==> config.mk <==
export PLATFORM = sky130hd
export DESIGN_NAME = step_ctrl_flat
export DESIGN_NICKNAME = d
export VERILOG_FILES = /design/src/rtl/step_ctrl_pkg.sv /design/src/rtl/step_ctrl_if.sv /design/src/rtl/step_ctrl_downcnt.sv /design/src/rtl/step_ctrl.sv /design/src/flat_wrapper.sv
export SDC_FILE = /design/constraint.sdc
export NUM_CORES = 1
export LEC_CHECK = 0
export CORE_ASPECT_RATIO = 0.8
export CORE_MARGIN = 8
export CORE_UTILIZATION = 50
export DETAILED_ROUTE_END_ITERATION = 10
export PLACE_DENSITY = 0.78
export SYNTH_ARGS = -nofsm -noshare
export SYNTH_HDL_FRONTEND = slang
export SYNTH_SLANG_ARGS = --single-unit
==> constraint.sdc <==
create_clock -name CLOCK -period 3.4 [get_ports CLOCK]
set_input_delay 0.68 -clock CLOCK [delete_from_list [all_inputs] [get_ports CLOCK]]
set_output_delay 0.68 -clock CLOCK [all_outputs]
set_load 0.05 [all_outputs]
==> src/rtl/step_ctrl_pkg.sv <==
// Shared types and default widths for the run/halt/single-step controller.
// STEP_CTRL_BREAKPOINT_EN adds the PC width default used by the breakpoint comparator.
package step_ctrl_pkg;

    localparam int DEF_STEP_W = 16;
    localparam int DEF_CNT_W  = 32;
`ifdef STEP_CTRL_BREAKPOINT_EN
    localparam int DEF_PC_W   = 32;
`endif

    typedef enum logic [1:0] {
        OP_NOP  = 2'b00,
        OP_RUN  = 2'b01,
        OP_HALT = 2'b10,
        OP_STEP = 2'b11
    } cmd_op_t;

    typedef enum logic [1:0] {
        S_HALTED   = 2'b00,
        S_RUNNING  = 2'b01,
        S_STEPPING = 2'b10
    } state_t;

    function automatic logic core_active(input state_t s);
        return (s != S_HALTED);
    endfunction

endpackage

==> src/rtl/step_ctrl_if.sv <==
// Command handshake bundle: valid/ready with opcode and step count.
interface step_ctrl_if
    import step_ctrl_pkg::*;
#(
    parameter int STEP_W = DEF_STEP_W
);
    logic              CMD_VALID;
    logic              CMD_READY;
    cmd_op_t           CMD_OP;
    logic [STEP_W-1:0] CMD_STEPS;

    modport master (
        output CMD_VALID,
        output CMD_OP,
        output CMD_STEPS,
        input  CMD_READY
    );

    modport slave (
        input  CMD_VALID,
        input  CMD_OP,
        input  CMD_STEPS,
        output CMD_READY
    );
endinterface

==> src/rtl/step_ctrl_downcnt.sv <==
// Loadable down-counter tracking the cycles left in a STEP; flags the final cycle.
module step_ctrl_downcnt
    import step_ctrl_pkg::*;
#(
    parameter int STEP_W = DEF_STEP_W
) (
    input  logic              clk,
    input  logic              rst_n,
    input  logic              load,
    input  logic              dec,
    input  logic              clr,
    input  logic [STEP_W-1:0] load_val,
    output logic              is_one
);

    logic [STEP_W-1:0] count;

    always_ff @(posedge clk) begin
        if (!rst_n) begin
            count <= '0;
        end else if (clr) begin
            count <= '0;
        end else if (load) begin
            count <= load_val;
        end else if (dec && (count != '0)) begin
            count <= count - 1'b1;
        end
    end

    assign is_one = (count == STEP_W'(1));

endmodule

==> src/rtl/step_ctrl.sv <==
// Run/halt/single-step controller producing the registered core clock enable.
// STEP_CTRL_BREAKPOINT_EN adds a PC breakpoint that halts the core and sets sticky BP_HIT.
module step_ctrl
    import step_ctrl_pkg::*;
#(
    parameter int STEP_W = DEF_STEP_W,
    parameter int CNT_W  = DEF_CNT_W
`ifdef STEP_CTRL_BREAKPOINT_EN
    ,
    parameter int PC_W   = DEF_PC_W
`endif
) (
    input  logic             CLOCK,
    input  logic             nRESET,
    step_ctrl_if.slave       cmd,
    input  logic             HALT_REQ,
    output logic             CORE_EN,
    output logic             HALTED,
    output logic             DONE,
    output logic [CNT_W-1:0] CYCLES
`ifdef STEP_CTRL_BREAKPOINT_EN
    ,
    input  logic             BP_ARM,
    input  logic [PC_W-1:0]  BP_ADDR,
    input  logic [PC_W-1:0]  CORE_PC,
    output logic             BP_HIT
`endif
);

    state_t state, state_nxt;
    logic   done_nxt;
    logic   accept;
    logic   step_zero;
    logic   bp_now;
    logic   halt_evt;
    logic   cnt_load, cnt_dec, cnt_clr, cnt_is_one;

    assign cmd.CMD_READY = (state != S_STEPPING);
    assign accept        = cmd.CMD_VALID & cmd.CMD_READY;
    assign step_zero     = (cmd.CMD_STEPS == '0);
    assign HALTED        = (state == S_HALTED);

`ifdef STEP_CTRL_BREAKPOINT_EN
    assign bp_now = BP_ARM & (CORE_PC == BP_ADDR) & core_active(state);
`else
    assign bp_now = 1'b0;
`endif

    // Core-side halt sources outrank any command presented in the same cycle.
    assign halt_evt = HALT_REQ | bp_now;

    always_ff @(posedge CLOCK) begin
        if (!nRESET) begin
            state   <= S_HALTED;
            CORE_EN <= 1'b0;
            DONE    <= 1'b0;
        end else begin
            state   <= state_nxt;
            CORE_EN <= core_active(state_nxt);
            DONE    <= done_nxt;
        end
    end

    always_comb begin
        state_nxt = state;
        done_nxt  = 1'b0;
        cnt_load  = 1'b0;
        cnt_dec   = 1'b0;
        cnt_clr   = 1'b0;
        unique case (state)
            S_HALTED: begin
                if (accept) begin
                    unique case (cmd.CMD_OP)
                        OP_RUN:  state_nxt = S_RUNNING;
                        OP_HALT: done_nxt = 1'b1;
                        OP_STEP: begin
                            if (step_zero) begin
                                done_nxt = 1'b1;
                            end else begin
                                cnt_load  = 1'b1;
                                state_nxt = S_STEPPING;
                            end
                        end
                        default: ;
                    endcase
                end
            end
            S_RUNNING: begin
                if (halt_evt) begin
                    state_nxt = S_HALTED;
                    done_nxt  = 1'b1;
                end else if (accept) begin
                    unique case (cmd.CMD_OP)
                        OP_HALT: begin
                            state_nxt = S_HALTED;
                            done_nxt  = 1'b1;
                        end
                        OP_STEP: begin
                            if (step_zero) begin
                                state_nxt = S_HALTED;
                                done_nxt  = 1'b1;
                            end else begin
                                cnt_load  = 1'b1;
                                state_nxt = S_STEPPING;
                            end
                        end
                        default: ;
                    endcase
                end
            end
            S_STEPPING: begin
                if (halt_evt) begin
                    cnt_clr   = 1'b1;
                    state_nxt = S_HALTED;
                    done_nxt  = 1'b1;
                end else begin
                    cnt_dec = 1'b1;
                    if (cnt_is_one) begin
                        state_nxt = S_HALTED;
                        done_nxt  = 1'b1;
                    end
                end
            end
            default: state_nxt = S_HALTED;
        endcase
    end

    step_ctrl_downcnt #(
        .STEP_W (STEP_W)
    ) u_downcnt (
        .clk      (CLOCK),
        .rst_n    (nRESET),
        .load     (cnt_load),
        .dec      (cnt_dec),
        .clr      (cnt_clr),
        .load_val (cmd.CMD_STEPS),
        .is_one   (cnt_is_one)
    );

    always_ff @(posedge CLOCK) begin
        if (!nRESET) begin
            CYCLES <= '0;
        end else begin
            CYCLES <= CYCLES + CNT_W'(CORE_EN);
        end
    end

`ifdef STEP_CTRL_BREAKPOINT_EN
    // A hit in the same cycle as a RUN/STEP accept wins, so the flag stays set.
    always_ff @(posedge CLOCK) begin
        if (!nRESET) begin
            BP_HIT <= 1'b0;
        end else if (bp_now) begin
            BP_HIT <= 1'b1;
        end else if (accept && (cmd.CMD_OP == OP_RUN || cmd.CMD_OP == OP_STEP)) begin
            BP_HIT <= 1'b0;
        end
    end
`endif

endmodule

==> src/flat_wrapper.sv <==
// flat-port wrapper written by rule: the top's interface ports become plain ports
module step_ctrl_flat import step_ctrl_pkg::*;
#(
    parameter int STEP_W = DEF_STEP_W,
    parameter int CNT_W  = DEF_CNT_W

)
  (CLOCK, nRESET, HALT_REQ, CORE_EN, HALTED, DONE, CYCLES, cmd_CMD_VALID, cmd_CMD_OP, cmd_CMD_STEPS, cmd_CMD_READY);
  step_ctrl_if #(.STEP_W(STEP_W)) cmd_i ();
  input  logic CLOCK;
  input  logic nRESET;
  input  logic HALT_REQ;
  output logic CORE_EN;
  output logic HALTED;
  output logic DONE;
  output logic [CNT_W-1:0] CYCLES;
  input wire logic [$bits(cmd_i.CMD_VALID)-1:0] cmd_CMD_VALID;
  input wire logic [$bits(cmd_i.CMD_OP)-1:0] cmd_CMD_OP;
  input wire logic [$bits(cmd_i.CMD_STEPS)-1:0] cmd_CMD_STEPS;
  output wire logic [$bits(cmd_i.CMD_READY)-1:0] cmd_CMD_READY;
  assign cmd_i.CMD_VALID = cmd_CMD_VALID;
  assign cmd_i.CMD_OP = cmd_CMD_OP;
  assign cmd_i.CMD_STEPS = cmd_CMD_STEPS;
  assign cmd_CMD_READY = cmd_i.CMD_READY;
  step_ctrl #(.STEP_W(STEP_W), .CNT_W(CNT_W)) u_core (.CLOCK(CLOCK), .nRESET(nRESET), .cmd(cmd_i), .HALT_REQ(HALT_REQ), .CORE_EN(CORE_EN), .HALTED(HALTED), .DONE(DONE), .CYCLES(CYCLES));
endmodule
==> impl_metrics.yaml, run 1 <==
synth:
  post_synth_instance_area_um2: 2780
  synth_async_sr_flop_share: 0
  synth_top_family_by_area: "simple AND/OR/NAND/NOR gates"
  synth_mux_area_frac: 0.00765
  synth.ff_latch_count: 52
  syn_area_per_cell_um2: 8.53
  synthAdderAreaFrac: 0.0405
  netlist-cell-type-count: 46
  compound_gate_portion_of_the_synthesized_area: 0.139
  yosys_warnings: 0
  synth_edf_count: 0
  sequential_area_share_after_synthesis: 0.374
  ys_dominant_reg_cell: "sky130_fd_sc_hd__dfxtp_1"
  simple_gate_share_of_the_synthesized_area: 0.304
  number_of_cells_produced_by_synthesis: 326
  synth_xor_xnor_area_share: 0.0850
  synthesized_net_count: 357
cts:
  cts.clk_slew.worst_paths_ns: 0.09
  cts.root.buffer_cell: "sky130_fd_sc_hd__clkbuf_8"
  cts_buffer_count: 5
  clock-sinks: 52
  cts_setup_buffers: 0
  cts_hold_repair.buffers: 0
  cts_tree: "yes"
  max-clock-path-buffers: 2
  insertion_delay_ns: 0.30
  h-tree-depth: 2
  cts_repair_resize_count: 0
sta:
  min_tclk_post_route_ns: 2.73
  finalCritPeriodShare: 0.802
  worst_max_slew_pin_slew_ns: 0.577
  setup_repair_after_global_routing_missed_its_margin: "false"
  clock.fmax_mhz: 367
  finalSetupViolCount: 0
  timing.max_slew.rel_slack: 0.614
  finalClockSkew_ns: 0.00710
  drv_slew: 0
  setup_total_neg_slack_ns: 0
  final-hold-violation-count: 0
floorplan:
  die_area_um2: 8220
  start_util: 0.515
  rows: 24
  chipWidth_um: 99.4
  io_pins: 58
  die_height_um: 82.7
  design.core.area_um2: 5410
hold_path:
  hold_path_class: "register to register"
  hold-path-cell-count: 2
finish:
  design_area_um2: 3480
  area_growth_syn_to_layout_pct: 25.2
  final_common_cell: "sky130_fd_sc_hd__clkdlybuf4s50_1"
  insertedDiodeCount: 0
  fin_cells: 441
  layout_common_cells: "57 x sky130_fd_sc_hd__clkdlybuf4s50_1, 52 x sky130_fd_sc_hd__dfxtp_1, 32 x sky130_fd_sc_hd__and2_1"
  nets: 406
  drive_gt1_frac: 0.0505
place:
  placement.io_buffers: 57
  placedInstanceArea_um2: 3370
  dp.cells: 433
  hpwlAfterDp_um: 5080
  gp_congestion: 0.951
critical_path:
  path_depth_of_the_worst_reg2reg_path: 7
  setup.worst_path.start_class: "register"
  cp_max_fo: 6
  critPathCaptureType: "primary output"
  worst-endpoint-required_ns: 2.72
  timing.reg2reg.setup_slack_ns: 0.84
  kind_of_critical_path: "register to primary output"
  arrival_ns: 2.05
global_route:
  first_global_vias: 2464
  globalRoute.totalOverflow: 0
  grt_max_degree: 35
  gr-usage-all-layers: 0.174
  number_of_antenna_violations_at_the_first_check_in_global_routing: 0
  grt_pass1_wl_um: 11700
power:
  intPower_mw: 0.985
  switching_power_total_mw: 0.420
  swShare: 0.299
  clkPwrFrac: 0.301
  ir_worst_vdd_v: 0.000345
  sequential_power_share: 0.472
  static-leakage-power_nw: 1.32
  comb_power_share: 0.227
  p_per_area_nw_per_um2: 404
drt:
  route.detailed.wl_per_inst_um: 15.7
  dr_vias_cell: 5.78
  totalWireLength_um: 6940
  drt-pass1-iter-count: 4
  dr_total_vias: 2548
  first_iter_violations: 153
  drc_errors: 0
  detail-route-antenna-nets: 0
status:
  status: "finished clean"
run:
  maxCapViolCount: 0
==> sequential cells by signal (all words and copies together) (netlist names) <==
register / count
u_core.CORE_EN: 1
u_core.CYCLES: 32
u_core.DONE: 1
u_core.state: 2
u_core.u_downcnt.count: 16
==> stage by stage <==
step	utilization	setup WS, ns	power [mW]	hold WS, ns
floorplan	-	1.04	0.895	0.459
global placement	0.624	0.567	0.992	0.475
detailed placement	0.624	0.543	0.992	0.483
CTS	0.644	0.665	1.41	0.499
global route	0.644	0.562	1.48	0.532
finish	0.644	0.674	1.41	0.495
==> Yosys cell counts (2+ instances only) <==
cell	instances	share of area
sky130_fd_sc_hd__ha_1	9	0.040
sky130_fd_sc_hd__or3_1	9	0.020
sky130_fd_sc_hd__nand2_1	23	0.031
sky130_fd_sc_hd__nor4_1	9	0.020
sky130_fd_sc_hd__xor2_1	15	0.047
sky130_fd_sc_hd__or3_2	4	0.011
sky130_fd_sc_hd__o2bb2a_1	4	0.014
sky130_fd_sc_hd__inv_1	17	0.023
sky130_fd_sc_hd__or2_2	2	0.0045
sky130_fd_sc_hd__buf_2	2	0.0036
sky130_fd_sc_hd__clkbuf_1	14	0.019
sky130_fd_sc_hd__xnor2_1	12	0.038
sky130_fd_sc_hd__a32oi_1	3	0.0094
sky130_fd_sc_hd__a2bb2oi_1	2	0.0063
sky130_fd_sc_hd__o2111ai_1	4	0.013
sky130_fd_sc_hd__a31oi_1	10	0.022
sky130_fd_sc_hd__nor2b_1	2	0.0045
sky130_fd_sc_hd__o211ai_1	7	0.019
sky130_fd_sc_hd__nand3_1	16	0.029
sky130_fd_sc_hd__o22ai_1	2	0.0045
sky130_fd_sc_hd__and3_1	2	0.0045
sky130_fd_sc_hd__dfxtp_1	52	0.37
sky130_fd_sc_hd__o311ai_1	2	0.0063
sky130_fd_sc_hd__a21boi_0	3	0.0081
sky130_fd_sc_hd__o311ai_0	2	0.0063
sky130_fd_sc_hd__and2_1	32	0.072
sky130_fd_sc_hd__o21ai_0	5	0.0090
sky130_fd_sc_hd__nor2_1	7	0.0094
sky130_fd_sc_hd__nor3_1	17	0.031
sky130_fd_sc_hd__a21oi_1	8	0.014
sky130_fd_sc_hd__or4_1	4	0.011
sky130_fd_sc_hd__and4_1	4	0.013
sky130_fd_sc_hd__nand4_1	7	0.016
sky130_fd_sc_hd__nand2b_1	3	0.0067
==> layout make-up <==
| type | count | area [um2] |
|---|---|---|
| clock buffers | 6 | 72.6 |
| flip-flops and latches | 52 | 1040 |
| multi-input cells | 240 | 1600 |
| fillers | 481 | 1920 |
| repair buffers | 59 | 586 |
| well taps | 65 | 81.3 |
| clock inverters | 2 | 35.0 |
| inverters | 17 | 63.8 |
==> power by group through the flow <==
stage / combinational (mW) / clock (mW) / sequential, mW
final: 0.319 / 0.423 / 0.663
after global routing: 0.349 / 0.460 / 0.668
after floorplan: 0.202 / 0 / 0.693
after global placement: 0.315 / 0 / 0.676
after detailed placement: 0.316 / 0 / 0.676
after CTS: 0.318 / 0.431 / 0.662
==> final timing paths <==
path	from	to
hold / removal	u_core.u_downcnt.count[11]$_SDFFE_PP0P_	u_core.u_downcnt.count[11]$_SDFFE_PP0P_
setup reg to reg	u_core.u_downcnt.count[0]$_SDFFE_PP0P_	u_core.u_downcnt.count[2]$_SDFFE_PP0P_
setup / recovery	u_core.state[0]$_SDFF_PN0_	cmd_CMD_READY
hold reg to reg	u_core.u_downcnt.count[11]$_SDFFE_PP0P_	u_core.u_downcnt.count[11]$_SDFFE_PP0P_
==> routing by layer <==
layer	routed length, um	vias up	track usage
met5	0	-	0
met4	43	0	0.0437
met3	457	5	0.0377
met2	3160	67	0.293
met1	3280	1205	0.223
li1	-	1271	-
==> critical path, stage by stage (launching register included) <==
cell and delay, ns:
sky130_fd_sc_hd__dfxtp_1 0.44, sky130_fd_sc_hd__inv_1 0.10, sky130_fd_sc_hd__ha_1 0.28, sky130_fd_sc_hd__inv_1 0.12, sky130_fd_sc_hd__clkdlybuf4s50_1 0.81
==> kinds of logic after synthesis <==
group / Yosys count
mux: 2
simple gates: 148
compound gates: 54
xor+xnor: 27
fa+ha+maj: 9
buf+inv: 34
flops: 52
(Power assumes the default switching activity.)
==> run 2: changes to the inputs <==
- clock period: 3.4 -> 2.65 ns (I/O delays scaled with it)
==> impl_metrics.yaml, run 2 (synthesis results as in run 1) <==
status:
  status: "finished clean"
sta:
  timing.max_slew.rel_slack: 0.615
  min_tclk_post_route_ns: 2.48
  finalCritPeriodShare: 0.935
  setup_repair_after_global_routing_missed_its_margin: "false"
  holdWs_ns: 0.493
  drv_slew: 0
  finalSetupViolCount: 0
  setup_total_neg_slack_ns: 0
  worst_max_slew_pin_slew_ns: 0.576
  clock.fmax_mhz: 404
  final-hold-violation-count: 0
  finalClockSkew_ns: 0.00658
cts:
  max-clock-path-buffers: 2
  cts_tree: "yes"
  clock-sinks: 52
  cts.clk_slew.worst_paths_ns: 0.09
  insertion_delay_ns: 0.30
  cts_buffer_count: 5
  h-tree-depth: 2
  cts_hold_repair.buffers: 0
  cts.root.buffer_cell: "sky130_fd_sc_hd__clkbuf_8"
floorplan:
  rows: 24
  die_height_um: 82.7
  design.core.area_um2: 5410
  io_pins: 58
  die_area_um2: 8220
  chipWidth_um: 99.4
  start_util: 0.515
finish:
  largestRegisters: "u_core.CYCLES x32, u_core.u_downcnt.count x16, u_core.state x2"
  drive_gt1_frac: 0.0632
  layout_common_cells: "56 x sky130_fd_sc_hd__clkdlybuf4s50_1, 52 x sky130_fd_sc_hd__dfxtp_1, 32 x sky130_fd_sc_hd__and2_1"
  post-route-util: 0.656
  area_growth_syn_to_layout_pct: 27.4
  registers.top_by_ff_count: "u_core.CYCLES"
  seqCellArea_um2: 1040
  nets: 411
  final_common_cell: "sky130_fd_sc_hd__clkdlybuf4s50_1"
  insertedDiodeCount: 0
  multiInputGateArea_um2: 1600
  design_area_um2: 3540
  largest_register_ff_count: 32
  number_of_fill_cells: 472
drt:
  detail-route-antenna-nets: 0
  totalWireLength_um: 6960
  route.detailed.wl_per_inst_um: 15.6
  drt-pass1-iter-count: 4
  drc_errors: 0
  first_iter_violations: 151
  dr_vias_cell: 5.68
  dr_total_vias: 2529
critical_path:
  arrival_ns: 2.64
  worst-endpoint-required_ns: 2.82
  critical-path-slowest-cell: "sky130_fd_sc_hd__or4b_2"
  crit_path_cell_trace: "inv_1, ha_1, or4b_2, or4_4, nand2_2, buf_4, a2bb2oi_1, a21oi_1"
  kind_of_critical_path: "register to register"
  critPathCaptureType: "register"
  cp_max_fo: 9
  timing.reg2reg.setup_slack_ns: 0.17
  slowest_delay_ns: 0.62
  setup.worst_path.start_class: "register"
place:
  placement.io_buffers: 57
  hpwlAfterDp_um: 5120
  placedInstanceArea_um2: 3410
  gp_congestion: 0.912
global_route:
  grt_pass1_wl_um: 11900
  number_of_antenna_violations_at_the_first_check_in_global_routing: 0
  globalRoute.totalOverflow: 0
  first_global_vias: 2459
  grt_max_degree: 35
  gr-usage-all-layers: 0.178
hold_path:
  hold_path_class: "register to register"
power:
  static-leakage-power_nw: 1.35
  ir_worst_vdd_v: 0.000328
  p_per_area_nw_per_um2: 537
run:
  maxCapViolCount: 0
run 2: cell count changes in the layout (fill, tap and decap cells not counted):
| cell | before | now |
|---|---|---|
| sky130_fd_sc_hd__clkdlybuf4s50_1 | 57 | 56 |
| sky130_fd_sc_hd__clkbuf_1 | 1 | 0 |
| sky130_fd_sc_hd__clkinv_2 | 1 | 0 |
| sky130_fd_sc_hd__buf_4 | 2 | 7 |
| sky130_fd_sc_hd__bufinv_16 | 1 | 2 |
| sky130_fd_sc_hd__dlymetal6s2s_1 | 0 | 1 |
run 2: power by group:
part           internal, mW  total (mW)  switching (mW)  leakage (nW)
sequential            0.815       0.851          0.0351         0.420
clock                 0.372       0.632           0.260        0.0642
combinational         0.172       0.421           0.249         0.870
total                  1.36        1.90           0.544          1.35
run 2: cell type report:
class                           instances  share of cell area
Multi-Input combinational cell        240               0.452
Sequential cell                        52               0.294
Clock buffer                            5              0.0194
Inverter                               17              0.0180
Clock inverter                          2              0.0169
Tap cell                               65              0.0230
Timing Repair Buffer                   64               0.177
run 2: timing repair:
item / in CTS / in global routing
resized for setup: 0 / 1
setup buffers: 0 / 0
endpoints found under the setup margin: 0 / 1
run 2: worst paths after layout:
check | from | end | cells after the start
worst min-delay path | u_core.u_downcnt.count[1]$_SDFFE_PP0P_ | u_core.u_downcnt.count[1]$_SDFFE_PP0P_ | 2
worst max register to register | u_core.u_downcnt.count[0]$_SDFFE_PP0P_ | u_core.u_downcnt.count[1]$_SDFFE_PP0P_ | 8
worst max-delay path | u_core.u_downcnt.count[0]$_SDFFE_PP0P_ | u_core.u_downcnt.count[1]$_SDFFE_PP0P_ | 8
worst min register to register | u_core.u_downcnt.count[1]$_SDFFE_PP0P_ | u_core.u_downcnt.count[1]$_SDFFE_PP0P_ | 2
run 2: worst max-delay path, delay by kind of cell, from the launching register on:
family                   cells  cell delay [ns]
AND/OR/NAND/NOR              3             1.30
flip-flops                   1             0.35
buffers and inverters        2             0.27
AO/OA/AOI/OAI                2             0.26
adder cells (fa/ha/maj)      1             0.16
run 2: per-stage QoR:
| step | power (mW) | cells | worst slack, ns |
|---|---|---|---|
| after floorplan | 1.15 | 326 | 0.294 |
| after global placement | 1.27 | 438 | 0.180 |
| after detailed placement | 1.28 | 438 | 0.0974 |
| after CTS | 1.91 | 445 | 0.0863 |
| after global routing | 1.99 | 445 | 0.0717 |
| final | 1.90 | 445 | 0.173 |
run 2: layer usage:
metal | wire [um] | vias up | track usage
met3 | 468 | 7 | 0.0444
li1 | - | 1288 | -
met4 | 72 | 0 | 0.0497
met2 | 3180 | 70 | 0.293
met5 | 0 | - | 0
met1 | 3240 | 1164 | 0.229
